File: src/rtl/mem_stage_pkg.sv
// Shared encodings for the memory stage: access size, FSM state and the
// unshifted byte-enable mask for each access size.
package mem_stage_pkg;

    typedef enum logic [1:0] {
        SZ_B = 2'b00,
        SZ_H = 2'b01,
        SZ_W = 2'b10,
        SZ_D = 2'b11
    } size_t;

    typedef enum logic [1:0] {
        IDLE = 2'b00,
        REQ  = 2'b01,
        RSP  = 2'b10,
        DONE = 2'b11
    } state_t;

    localparam int MAX_BE_W = 8;

    function automatic logic [MAX_BE_W-1:0] size_to_be(input size_t sz);
        case (sz)
            SZ_B:    return 8'h01;
            SZ_H:    return 8'h03;
            SZ_W:    return 8'h0F;
            default: return 8'hFF;
        endcase
    endfunction

endpackage

File: src/rtl/mem_lane_align.sv
// Load-data alignment: shifts the addressed lane down to bit 0, then
// sign- or zero-extends it according to the access size.
module mem_lane_align
    import mem_stage_pkg::*;
#(
    parameter int DATA_W = 32,
    parameter int OFF_W  = $clog2(DATA_W / 8)
) (
    input  logic [DATA_W-1:0] rawData,
    input  logic [OFF_W-1:0]  laneOff,
    input  size_t             accSize,
    input  logic              signExt,
    output logic [DATA_W-1:0] extData
);

    // Left-justify the lane, then shift back right: arithmetic for sign
    // extension, logical for zero extension.
    function automatic logic [DATA_W-1:0] extendLane(input logic [DATA_W-1:0] v,
                                                     input size_t sz,
                                                     input logic sx);
        int sh;
        logic signed [DATA_W-1:0] topJust;
        case (sz)
            SZ_B:    sh = DATA_W - 8;
            SZ_H:    sh = DATA_W - 16;
            SZ_W:    sh = DATA_W - 32;
            default: sh = 0;
        endcase
        topJust = signed'(v << sh);
        return sx ? $unsigned(topJust >>> sh) : $unsigned(topJust) >> sh;
    endfunction

    assign extData = extendLane(rawData >> {laneOff, 3'b000}, accSize, signExt);

endmodule

File: src/rtl/mem_stage.sv
// Memory stage: sized, lane-aligned loads/stores over a valid/ready memory port.
// Optional request/response watchdog enabled by defining MEM_STAGE_TIMEOUT_EN.
module mem_stage
    import mem_stage_pkg::*;
#(
    parameter int DATA_W = 32,
    parameter int ADDR_W = 32
`ifdef MEM_STAGE_TIMEOUT_EN
    ,
    parameter int TIMEOUT_CYC = 255
`endif
) (
    input  logic                clk,
    input  logic                rst_n,
    input  logic                mem_en,
    input  logic                mem_wrt,
    input  logic [ADDR_W-1:0]   addr,
    input  logic [DATA_W-1:0]   wdata,
    input  logic [1:0]          size,
    input  logic                sign_ext,
    output logic [DATA_W-1:0]   mem_data,
    output logic                done,
    output logic                stall,
    output logic                misalign,
    output logic                req_valid,
    input  logic                req_ready,
    output logic                req_wr,
    output logic [ADDR_W-1:0]   req_addr,
    output logic [DATA_W/8-1:0] req_be,
    output logic [DATA_W-1:0]   req_wdata,
    input  logic                rsp_valid,
    input  logic [DATA_W-1:0]   rsp_data
`ifdef MEM_STAGE_TIMEOUT_EN
    ,
    output logic                timeout_err
`endif
);

    localparam int BE_W  = DATA_W / 8;
    localparam int OFF_W = $clog2(BE_W);

    state_t              state;
    logic [ADDR_W-1:0]   addrQ;
    size_t               sizeQ;
    logic                signExtQ;
    logic                wrtQ;
    logic [DATA_W-1:0]   wdataQ;
    logic [BE_W-1:0]     beQ;
    logic [BE_W-1:0]     beNext;
    logic [OFF_W-1:0]    laneOff;
    logic [DATA_W-1:0]   loadData;
    logic                badAccess;

    assign laneOff = addr[OFF_W-1:0];
    assign beNext  = BE_W'(size_to_be(size_t'(size))) << laneOff;

    // A dword is only legal on a 64-bit port.
    always_comb begin
        case (size_t'(size))
            SZ_B:    badAccess = 1'b0;
            SZ_H:    badAccess = addr[0];
            SZ_W:    badAccess = |addr[1:0];
            default: badAccess = (DATA_W != 64) || (|addr[2:0]);
        endcase
    end

    // Request fields are captured once at acceptance and held until done.
    always_ff @(posedge clk) begin
        if (state == IDLE && mem_en) begin
            addrQ    <= addr;
            sizeQ    <= size_t'(size);
            signExtQ <= sign_ext;
            wrtQ     <= mem_wrt;
            wdataQ   <= wdata << {laneOff, 3'b000};
            beQ      <= beNext;
        end
    end

    mem_lane_align #(
        .DATA_W (DATA_W),
        .OFF_W  (OFF_W)
    ) uAlign (
        .rawData (rsp_data),
        .laneOff (addrQ[OFF_W-1:0]),
        .accSize (sizeQ),
        .signExt (signExtQ),
        .extData (loadData)
    );

`ifdef MEM_STAGE_TIMEOUT_EN
    localparam int CNT_W = (TIMEOUT_CYC < 256) ? 8 : $clog2(TIMEOUT_CYC + 1);
    logic [CNT_W-1:0] waitCnt;
    logic             waitExpired;
    assign waitExpired = (waitCnt == CNT_W'(TIMEOUT_CYC - 1));
`endif

    always_ff @(posedge clk) begin
        if (!rst_n) begin
            state    <= IDLE;
            done     <= 1'b0;
            misalign <= 1'b0;
            mem_data <= '0;
`ifdef MEM_STAGE_TIMEOUT_EN
            timeout_err <= 1'b0;
`endif
        end else begin
            done     <= 1'b0;
            misalign <= 1'b0;
`ifdef MEM_STAGE_TIMEOUT_EN
            timeout_err <= 1'b0;
`endif
            case (state)
                IDLE: begin
                    if (mem_en) begin
                        if (badAccess) begin
                            state    <= DONE;
                            done     <= 1'b1;
                            misalign <= 1'b1;
                        end else begin
                            state <= REQ;
`ifdef MEM_STAGE_TIMEOUT_EN
                            waitCnt <= '0;
`endif
                        end
                    end
                end
                REQ: begin
                    if (req_ready) begin
                        state <= wrtQ ? DONE : RSP;
                        done  <= wrtQ;
`ifdef MEM_STAGE_TIMEOUT_EN
                        waitCnt <= '0;
                    end else if (waitExpired) begin
                        state       <= DONE;
                        done        <= 1'b1;
                        timeout_err <= 1'b1;
                        if (!wrtQ) mem_data <= '0;
                    end else begin
                        waitCnt <= waitCnt + 1'b1;
`endif
                    end
                end
                RSP: begin
                    if (rsp_valid) begin
                        mem_data <= loadData;
                        state    <= DONE;
                        done     <= 1'b1;
`ifdef MEM_STAGE_TIMEOUT_EN
                    end else if (waitExpired) begin
                        mem_data    <= '0;
                        state       <= DONE;
                        done        <= 1'b1;
                        timeout_err <= 1'b1;
                    end else begin
                        waitCnt <= waitCnt + 1'b1;
`endif
                    end
                end
                DONE: state <= IDLE;
            endcase
        end
    end

    assign req_valid = (state == REQ);
    assign req_wr    = wrtQ;
    assign req_addr  = {addrQ[ADDR_W-1:OFF_W], {OFF_W{1'b0}}};
    assign req_be    = beQ;
    assign req_wdata = wdataQ;
    assign stall     = (state == REQ) || (state == RSP) || (state == IDLE && mem_en);

endmodule

File: config.mk
export PLATFORM = sky130hd
export DESIGN_NAME = mem_stage
export DESIGN_NICKNAME = d
export VERILOG_FILES = /design/src/rtl/mem_stage_pkg.sv /design/src/rtl/mem_lane_align.sv /design/src/rtl/mem_stage.sv
export SDC_FILE = /design/constraint.sdc
export NUM_CORES = 1
export LEC_CHECK = 0
export BUFFER_PORTS_ARGS = -buffer_cell sky130_fd_sc_hd__buf_2
export CORE_ASPECT_RATIO = 1.1
export CORE_MARGIN = 2
export CORE_UTILIZATION = 50
export DETAILED_ROUTE_END_ITERATION = 16
export MAX_ROUTING_LAYER = met4
export PLACE_DENSITY_LB_ADDON = 0.1
export SETUP_SLACK_MARGIN = 0.4
export SLEW_MARGIN = 5
export SYNTH_ARGS = -nofsm -noshare
export SYNTH_HDL_FRONTEND = slang
export SYNTH_SLANG_ARGS = --single-unit
export TNS_END_PERCENT = 100
File: constraint.sdc
create_clock -name clk -period 4.9 [get_ports clk]
set_clock_uncertainty 0.15 [all_clocks]
set_input_delay 0.49 -clock clk [delete_from_list [all_inputs] [get_ports clk]]
set_output_delay 0.49 -clock clk [all_outputs]
set_load 0.05 [all_outputs]
==> results_dict.tcl, run 1 <==
set metrics [dict create \
    post_layout_nonfiller_instances 720 \
    critical_path.max_fanout 74 \
    track_usage 0.211 \
    detail_route.wl_per_cell_um 15.9 \
    antenna_violating_nets_post_route 0 \
    hold_class "input port to flip-flop" \
    critical_path.n_buffers_inverters 2 \
    critical_path.max_stage_delay_ns 0.75 \
    core-area_mm2 0.00984 \
    synth_area_mm2 0.00503 \
    cts_max_path_buffers 2 \
    row_count 38 \
    dr_total_vias 3816 \
    grt_pass1_vias 3505 \
    required_ns 4.26 \
    yosysWarnings 0 \
    die-height_um 109 \
    power_mw 3.35 \
    antenna_found_initial 0 \
    antennaDiodeCount 0 \
    endpoint_kind "primary output" \
    cts.htree.levels 3 \
    critical_path.slowest_cell "and2_4" \
    dp_hpwl_um 8290 \
    power.density_cell_area_mw_per_mm2 549 \
    post_drt_via_cell_ratio 5.30 \
    dp_cells 704 \
    ir_worst_vdd_mv 0.589 \
    fillCellCount 863 \
    clock_insertion_delay_worst_skew_ns 0.37 \
    final_max_slew_viol_count 0 \
    clockRootBuffer "clkbuf_8" \
    post_route_cells_drive_above_1_share 0.427 \
    critPathArrivalTime_ns 2.29 \
    synth-seq-area-share 0.573 \
    post-synth-top-area-fraction 0.430 \
    stdcell_area_mm2 0.00610 \
    dp_worst_setup_slack_ns 2.33 \
    detail_route.drc_violations 0 \
    holdBufCountCts 0 \
    cts-buffers-inserted 9 \
    synth_ff_type "edfxtp_1" \
    total_iterations_of_the_first_detailed_routing_run 4 \
    gp_congestion 0.828 \
    ys_top_cells_by_area "edfxtp_1, dfxtp_1, mux2i_1" \
    critical_path.top_delay_family "simple AND/OR/NAND/NOR gates" \
    crit_path_category "flip-flop to primary output" \
    min_period_over_period 0.597 \
    grt_start_max_net_pins 75 \
    synthesis.instances 434 \
    postCtsSetupBuffers 0 \
    layout.nets 705 \
    portBuffers 207 \
    cp_cell_sequence "inv_1 > ha_1 > and2_4 > or2_2 > buf_2" \
    start_util 0.511 \
    timing.final.crit_period_ns 2.93 \
    setup_tns_ns 0 \
    synth_enable_flop_cells 72 \
    worst_slew_pin_slew_ns 1.00 \
    clock-sinks 108 \
    worst_slew_margin_rel 0.333 \
    synthDistinctLibCells 49 \
    cap_viol_max_count 0 \
    grt_setup_unrepaired "no" \
    global_route_wire_length_before_repair_um 17300 \
    io-pin-count 210 \
    grt-ovfl-total 0 \
    areaGrowthSynthToFinish_pct 21.3 \
    fp.dieArea_mm2 0.0109 \
    setup_viol 0 \
    clk_transition_reported_paths_ns 0.11 \
    synthArstFlopShare 0 \
    static-leakage-power_nw 2.65 \
    outcome "completed" \
    syn_area_per_cell_um2 11.6 \
    placed_cell_area_mm2 0.00587 \
    post_cts_resized 0 \
    setup.worst_path.start_class "flip-flop" \
    totalWireLength_um 11500 \
    ys_ff_latch 108 \
    post-synth-top-area-cell "edfxtp_1" \
    hold_viol 0 \
    final_core_util 0.620 \
    worst_slack_ns 1.97 \
    die_width_um 99.6 \
    clock.fmax_ghz 0.342 \
    drt-initial-drc-count 265 \
    tritoncts "yes" \
    finalHoldWorstSlack_ns 0.130 \
]
-- power breakdown --
| part | switching, mW | total, mW | internal [mW] |
|---|---|---|---|
| combinational | 1.09 | 1.42 | 0.326 |
| clock | 0.317 | 0.615 | 0.298 |
| sequential | 0.0909 | 1.32 | 1.23 |
-- metal layers --
| layer | wire (um) | up-vias | share of wire | track usage |
|---|---|---|---|---|
| met5 | 0 | - | 0 | - |
| met3 | 778 | 16 | 0.068 | 0.0397 |
| met1 | 4960 | 1769 | 0.43 | 0.267 |
| met4 | 210 | 0 | 0.018 | 0.0822 |
| li1 | - | 1879 | - | - |
| met2 | 5530 | 152 | 0.48 | 0.339 |
-- sequential cells by signal, summed over array words and instances (netlist names) --
name,flops
addrQ,32
done,1
mem_data,32
misalign,1
req_be,4
req_wdata,32
req_wr,1
signExtQ,1
sizeQ,2
state,2
-- area by class of cell --
type	count	area [um2]	area share
Sequential cell	108	2880	0.472
Multi-Input combinational cell	260	1760	0.289
Timing Repair Buffer	209	1050	0.172
Tap cell	120	150	0.0246
Clock buffer	9	124	0.0203
Clock inverter	7	105	0.0172
Inverter	7	26.3	0.00431
-- worst reg2reg max path, cell delays in order (launching register included) --
cell	delay [ns]
edfxtp_1	1.02
mux4_2	0.50
nor3_2	0.27
or3_1	0.40
a21oi_2	0.09
-- Yosys cell counts, types with 2 or more instances --
master	number
nand2_1	40
nand3b_1	3
a211oi_1	11
a21oi_1	27
edfxtp_1	72
dfxtp_1	36
o21ai_0	29
a31oi_1	3
buf_2	5
mux2_2	7
mux2i_1	34
o211ai_1	7
a41o_1	2
buf_1	5
nor2_1	21
nor2b_1	11
a21oi_2	7
inv_1	7
a221oi_1	2
or2_2	3
clkbuf_1	16
buf_4	33
nand2b_1	3
o221a_2	8
or3_1	3
ha_1	5
o2bb2ai_1	3
and2_1	10
-- path summary, 6_finish.rpt --
kind / startpoint / to / slack [ns] / cells after the start
max: state[0]$_SDFFE_PN0P_ / stall / 1.97 / 5
min: mem_wrt / req_wr$_DFFE_PP_ / 0.13 / 1
max reg2reg: addrQ[1]$_DFFE_PP_ / mem_data[27]$_SDFFE_PN0P_ / 2.36 / 4
min reg2reg: mem_data[0]$_SDFFE_PN0P_ / mem_data[0]$_SDFFE_PN0P_ / 0.31 / 2
-- layout by cell type (no fill, tap or decap), types with 5 or more instances in the layout --
master,n
buf_2,207
edfxtp_1,72
nand2_1,40
dfxtp_1,36
mux2i_1,34
o21ai_0,29
a21oi_1,27
nor2_1,21
nor2b_1,11
a211oi_1,11
and2_1,9
clkbuf_8,9
o221a_2,8
inv_1,7
a21oi_2,7
mux2_2,7
o211ai_1,7
ha_1,5
-- cell families (layout without fill, tap and decap cells) --
family / after synthesis / after routing / synth area share
mux: 42 / 42 / 0.0878
compound gates: 110 / 110 / 0.148
simple gates: 101 / 101 / 0.101
flops: 108 / 108 / 0.573
buf+inv: 67 / 232 / 0.0774
fa+ha+maj: 5 / 5 / 0.0124
other cells: 1 / 2 / 0.000746
No activity file was read; power rests on OpenSTA's default activity.
==> run 2: changes to the inputs <==
- CORE_UTILIZATION: 50 -> 48
- clock period: 4.9 -> 2.75 ns (I/O delays scaled with it)
==> run 2 against run 1 <==
Sequential share of layout area decreased by 3.6 points. Wire length increased by 9.4%. Sequential cell count unchanged. Hold slack got worse by 0.10 ns. Clock-buffer cell count unchanged. Largest power group unchanged.
==> results_dict.tcl, run 2 (same netlist as run 1, synthesis figures left out) <==
set metrics [dict create \
    p_int_mw 3.62 \
    ff2ff_path_depth 4 \
    detail_route.wl_per_cell_um 16.1 \
    core-area_mm2 0.0103 \
    track_usage 0.225 \
    io-pin-count 210 \
    antenna_violating_nets_post_route 0 \
    power.switching_fraction 0.430 \
    timing.final.crit_period_ns 2.17 \
    critical_path.max_fanout 10 \
    tritoncts "yes" \
    static-leakage-power_nw 2.85 \
    endpoint_kind "primary output" \
    start_util 0.488 \
    r2r_end "mem_data[29]$_SDFFE_PN0P_" \
    row_count 39 \
    grt_setup_unrepaired "no" \
    die-height_um 111 \
    critPathArrivalTime_ns 1.74 \
    final_max_slew_viol_count 0 \
    grt-ovfl-total 0 \
    cts.htree.levels 3 \
    critical_path.max_stage_delay_ns 0.37 \
    clk_transition_reported_paths_ns 0.07 \
    post_drt_via_cell_ratio 5.10 \
    detail_route.drc_violations 0 \
    setup_viol 0 \
    totalWireLength_um 12600 \
    cts-buffers-inserted 9 \
    hold_class "input port to flip-flop" \
    p_switching_mw 2.74 \
    clockRootBuffer "clkbuf_16" \
    final_cell_mix "buf_2, edfxtp_1, nand2_1, dfxtp_1, mux2i_1" \
    worst_slew_margin_rel 0.541 \
    areaGrowthSynthToFinish_pct 31.3 \
    global_route_wire_length_before_repair_um 19100 \
    ir_worst_vdd_mv 0.566 \
    min_to "sizeQ[0]$_DFFE_PP_" \
    timing.hold.worst.start "size[0]" \
    power.density_cell_area_mw_per_mm2 964 \
    whs_path_depth 1 \
    dp_hpwl_um 8830 \
    cap_viol_max_count 0 \
    final_core_util 0.641 \
    total_iterations_of_the_first_detailed_routing_run 4 \
    layout.nets 741 \
    drt-initial-drc-count 202 \
    outcome "completed" \
    post_route_cells_drive_above_1_share 0.409 \
    layout.cells.most_common "buf_2" \
    die_width_um 102 \
    worst-r2r-setup-slack_ns 0.59 \
    critical_path.slowest_cell "dfxtp_1" \
    timing.rr.start "addrQ[1]$_DFFE_PP_" \
    grt_pass1_vias 3823 \
    required_ns 2.33 \
    grt_start_max_net_pins 66 \
    clkPwrFrac 0.219 \
    clock.fmax_ghz 0.461 \
    dp_cells 731 \
    worst_slew_pin_slew_ns 0.689 \
    portBuffers 207 \
    clock-sinks 108 \
    gp_congestion 0.839 \
    fp.dieArea_mm2 0.0113 \
    setup.worst_path.start_class "flip-flop" \
    cp_cell_sequence "inv_1 > ha_1 > and2_4 > or2_2 > buf_2" \
    cts_max_path_buffers 2 \
    post_layout_nonfiller_instances 781 \
    antenna_found_initial 2 \
    power_mw 6.36 \
    hold_viol 0 \
    dr_total_vias 3980 \
    crit_path_category "flip-flop to primary output" \
    min_period_over_period 0.789 \
    clock_insertion_delay_worst_skew_ns 0.34 \
    setup_tns_ns 0 \
    p_comb_frac 0.414 \
    seqPwrFrac 0.367 \
]
run 2: cell types whose count changed in the layout (fill, tap and decap cells not counted), sizes merged:
| cell | delta |
|---|---|
| diode | +2 |
| dlygate4sd3 | +32 |
| inv | -3 |
| buf | +4 |
| clkinvlp | +3 |
run 2: worst max path at each step:
stage | from | end | slack, ns
after CTS | addrQ[1]$_DFFE_PP_ | mem_data[14]$_SDFFE_PN0P_ | 0.56
after global placement | addrQ[1]$_DFFE_PP_ | mem_data[30]$_SDFFE_PN0P_ | 0.65
after floorplan | state[0]$_SDFFE_PN0P_ | stall | 0.73
after detailed placement | addrQ[1]$_DFFE_PP_ | mem_data[11]$_SDFFE_PN0P_ | 0.60
after global routing | addrQ[1]$_DFFE_PP_ | mem_data[30]$_SDFFE_PN0P_ | 0.42
final | state[0]$_SDFFE_PN0P_ | stall | 0.58
run 2: metal layers:
metal | vias up | global-route usage | part of all wire
met2 | 142 | 0.374 | 0.50
met1 | 1870 | 0.270 | 0.41
li1 | 1950 | - | -
met4 | 0 | 0.0757 | 0.017
met3 | 18 | 0.0446 | 0.067
met5 | - | - | 0
run 2: per-stage QoR:
stage          instance area [um2]  hold slack [ns]  worst slack, ns
2_1_floorplan                 5030            0.224            0.729
3_3_place_gp                  5940            0.294            0.651
3_5_place_dp                  5940            0.297            0.599
4_1_cts                       6590           0.0175            0.561
5_1_grt                       6600           0.0276            0.421
6_report                      6600           0.0267            0.581
run 2: layout make-up:
cell class                      count  area [um2]
Fill cell                         812        3690
Sequential cell                   108        2880
Multi-Input combinational cell    260        1770
Timing Repair Buffer              245        1410
Clock buffer                        9         225
Tap cell                          143         179
Clock inverter                      7         100
Inverter                            7        26.3
Antenna cell                        2        5.00
run 2: power groups by stage:
stage / clock, mW / sequential, mW / combinational, mW
2_1_floorplan: 0 / 3.19 / 1.28
3_3_place_gp: 0 / 2.35 / 2.57
3_5_place_dp: 0 / 2.37 / 2.59
4_1_cts: 1.42 / 2.34 / 2.63
5_1_grt: 1.47 / 2.38 / 2.77
6_report: 1.39 / 2.34 / 2.63
run 2: what timing repair did:
item,4_1_cts,5_1_grt
setup endpoints to repair,0,1
endpoints found under the hold margin,32,0
buffers inserted,0,0
hold buffers,32,0
resized for setup,0,1
run 2: critical path: cells and delay by family, from the launching register on:
kind / cells / cell delay (ns)
buf+inv: 2 / 0.33
flops: 1 / 0.37
simple gates: 2 / 0.47
fa+ha+maj: 1 / 0.23
==> run 3: changes to the inputs <==
- clock period: 2.75 -> 2.1 ns (I/O delays scaled with it)
==> run 3 against run 2 <==
Global-route usage is 0.89 points higher. Setup slack worse by 0.34 ns. Core utilization is 5.6 points higher. Non-clock buffer count is 38 higher. Register-to-register slack worse by 0.35 ns. Final area is 8.7% higher. Combinational power is 54% higher. Final cell count is 4.6% higher. Wire length is 3.6% higher. Critical path type is now flip-flop to flip-flop. Largest cell class unchanged. Largest power group unchanged.
==> results_dict.tcl, run 3 (same netlist as run 1, synthesis figures left out) <==
set metrics [dict create \
    outcome "completed" \
    grt-ovfl-total 0 \
    total_iterations_of_the_first_detailed_routing_run 4 \
    final_max_slew_viol_count 0 \
    min_period_over_period 0.887 \
    clock-sinks 108 \
    post_route_cells_drive_above_1_share 0.455 \
    post_layout_nonfiller_instances 817 \
    cts_max_path_buffers 2 \
    detail_route.drc_violations 0 \
    core-area_mm2 0.0103 \
    antenna_found_initial 0 \
    portBuffers 207 \
    antennaDiodeCount 0 \
    final_cell_mix "buf_2, edfxtp_1, nand2_1, dlygate4sd3_1, dfxtp_1" \
    dr_total_vias 4185 \
    setup.worst_path.start_class "flip-flop" \
    grt_start_max_net_pins 67 \
    dp_cells 741 \
    io-pin-count 210 \
    critical_path.max_fanout 8 \
    hold_viol 0 \
    critPathArrivalTime_ns 1.95 \
    totalWireLength_um 13000 \
    antenna_violating_nets_post_route 0 \
    clockRootBuffer "clkbuf_16" \
    setup_viol 0 \
    start_util 0.488 \
    fp.dieArea_mm2 0.0113 \
    clock.fmax_ghz 0.537 \
    clock_insertion_delay_worst_skew_ns 0.35 \
    die_width_um 102 \
    global_route_wire_length_before_repair_um 19800 \
    post_drt_via_cell_ratio 5.12 \
    timing.final.crit_period_ns 1.86 \
    worst_slew_margin_rel 0.650 \
    grt_pass1_vias 4089 \
    dp_hpwl_um 8700 \
    power.density_cell_area_mw_per_mm2 1240 \
    crit_path_category "flip-flop to flip-flop" \
    areaGrowthSynthToFinish_pct 42.7 \
    static-leakage-power_nw 3.12 \
    die-height_um 111 \
    grt_setup_unrepaired "yes" \
    required_ns 2.19 \
    tritoncts "yes" \
    placed_cell_area_mm2 0.00609 \
    cap_viol_max_count 0 \
    cts.htree.levels 3 \
    worst_slew_pin_slew_ns 0.523 \
    row_count 39 \
    hold_class "input port to flip-flop" \
    layout.cells.most_common "buf_2" \
    setup_tns_ns 0 \
    ir_worst_vdd_mv 0.818 \
    cts-buffers-inserted 9 \
    clk_transition_reported_paths_ns 0.08 \
    drt-initial-drc-count 179 \
    stdcell_area_mm2 0.00718 \
    layout.nets 779 \
    track_usage 0.233 \
    detail_route.wl_per_cell_um 15.9 \
    endpoint_kind "flip-flop" \
    gp_congestion 0.867 \
]
-- run 3: cell count changes in the layout (fill, tap and decap cells not counted), sizes merged --
cell,previous run,this run
inv,8,10
bufbuf,0,3
clkinvlp,3,0
clkbuf,9,10
dlygate4sd3,32,38
diode,2,0
buf,213,242
-- run 3: path summary, 6_finish.rpt --
check | slack, ns | depth (start not counted) | from | to
worst min-delay path | 0.02 | 2 | wdata[5] | req_wdata[5]$_SDFFCE_PP0P_
worst max register to register | 0.24 | 5 | addrQ[1]$_DFFE_PP_ | mem_data[18]$_SDFFE_PN0P_
worst min register to register | 0.30 | 2 | mem_data[3]$_SDFFE_PN0P_ | mem_data[3]$_SDFFE_PN0P_
worst max-delay path | 0.24 | 5 | addrQ[1]$_DFFE_PP_ | mem_data[18]$_SDFFE_PN0P_
-- run 3: routing by layer --
layer	wire length [um]	global-route usage	up-vias	share of wire
met5	0	-	-	0
met4	327	0.0964	0	0.025
met3	828	0.0433	21	0.064
met2	6540	0.385	150	0.50
met1	5310	0.279	1976	0.41
li1	-	-	2038	-
-- run 3: worst max-delay path: stages (launching register included) --
cell	delay, ns
edfxtp_1	0.46
buf_4	0.17
mux4_2	0.38
nor3_4	0.25
nor3_4	0.10
o221a_2	0.24
-- run 3: what timing repair did --
item,in CTS,in global routing
gates cloned,3,0
hold endpoints to repair,38,0
hold buffers,38,0
setup buffers,13,6
pin swaps,6,10
gates resized for setup,22,7
setup endpoints to repair,26,49
-- run 3: power by group --
group | total (mW) | switching (mW) | internal (mW) | leakage [nW]
registers | 3.04 | 0.177 | 2.86 | 0.979
clock network | 1.85 | 0.789 | 1.06 | 0.159
logic | 4.04 | 2.78 | 1.26 | 1.99
total | 8.93 | 3.74 | 5.19 | 3.12
-- run 3: per-stage QoR --
stage	total power [mW]	setup slack (ns)	hold slack (ns)	util
final	8.93	0.237	0.0179	0.697
after global routing	9.30	0.149	0.0157	0.697
after CTS	8.85	0.228	0.00344	0.687
after detailed placement	6.60	0.0685	0.238	0.591
after global placement	6.57	0.108	0.237	0.591
after floorplan	5.94	0.259	0.159	-
-- run 3: layout make-up --
| cell class | count | area [um2] |
|---|---|---|
| fillers | 778 | 3120 |
| clock inverters | 6 | 93.8 |
| well taps | 143 | 179 |
| multi-input cells | 260 | 1870 |
| inverters | 7 | 33.8 |
| repair buffers | 283 | 1880 |
| clock buffers | 10 | 229 |
| flip-flops and latches | 108 | 2890 |
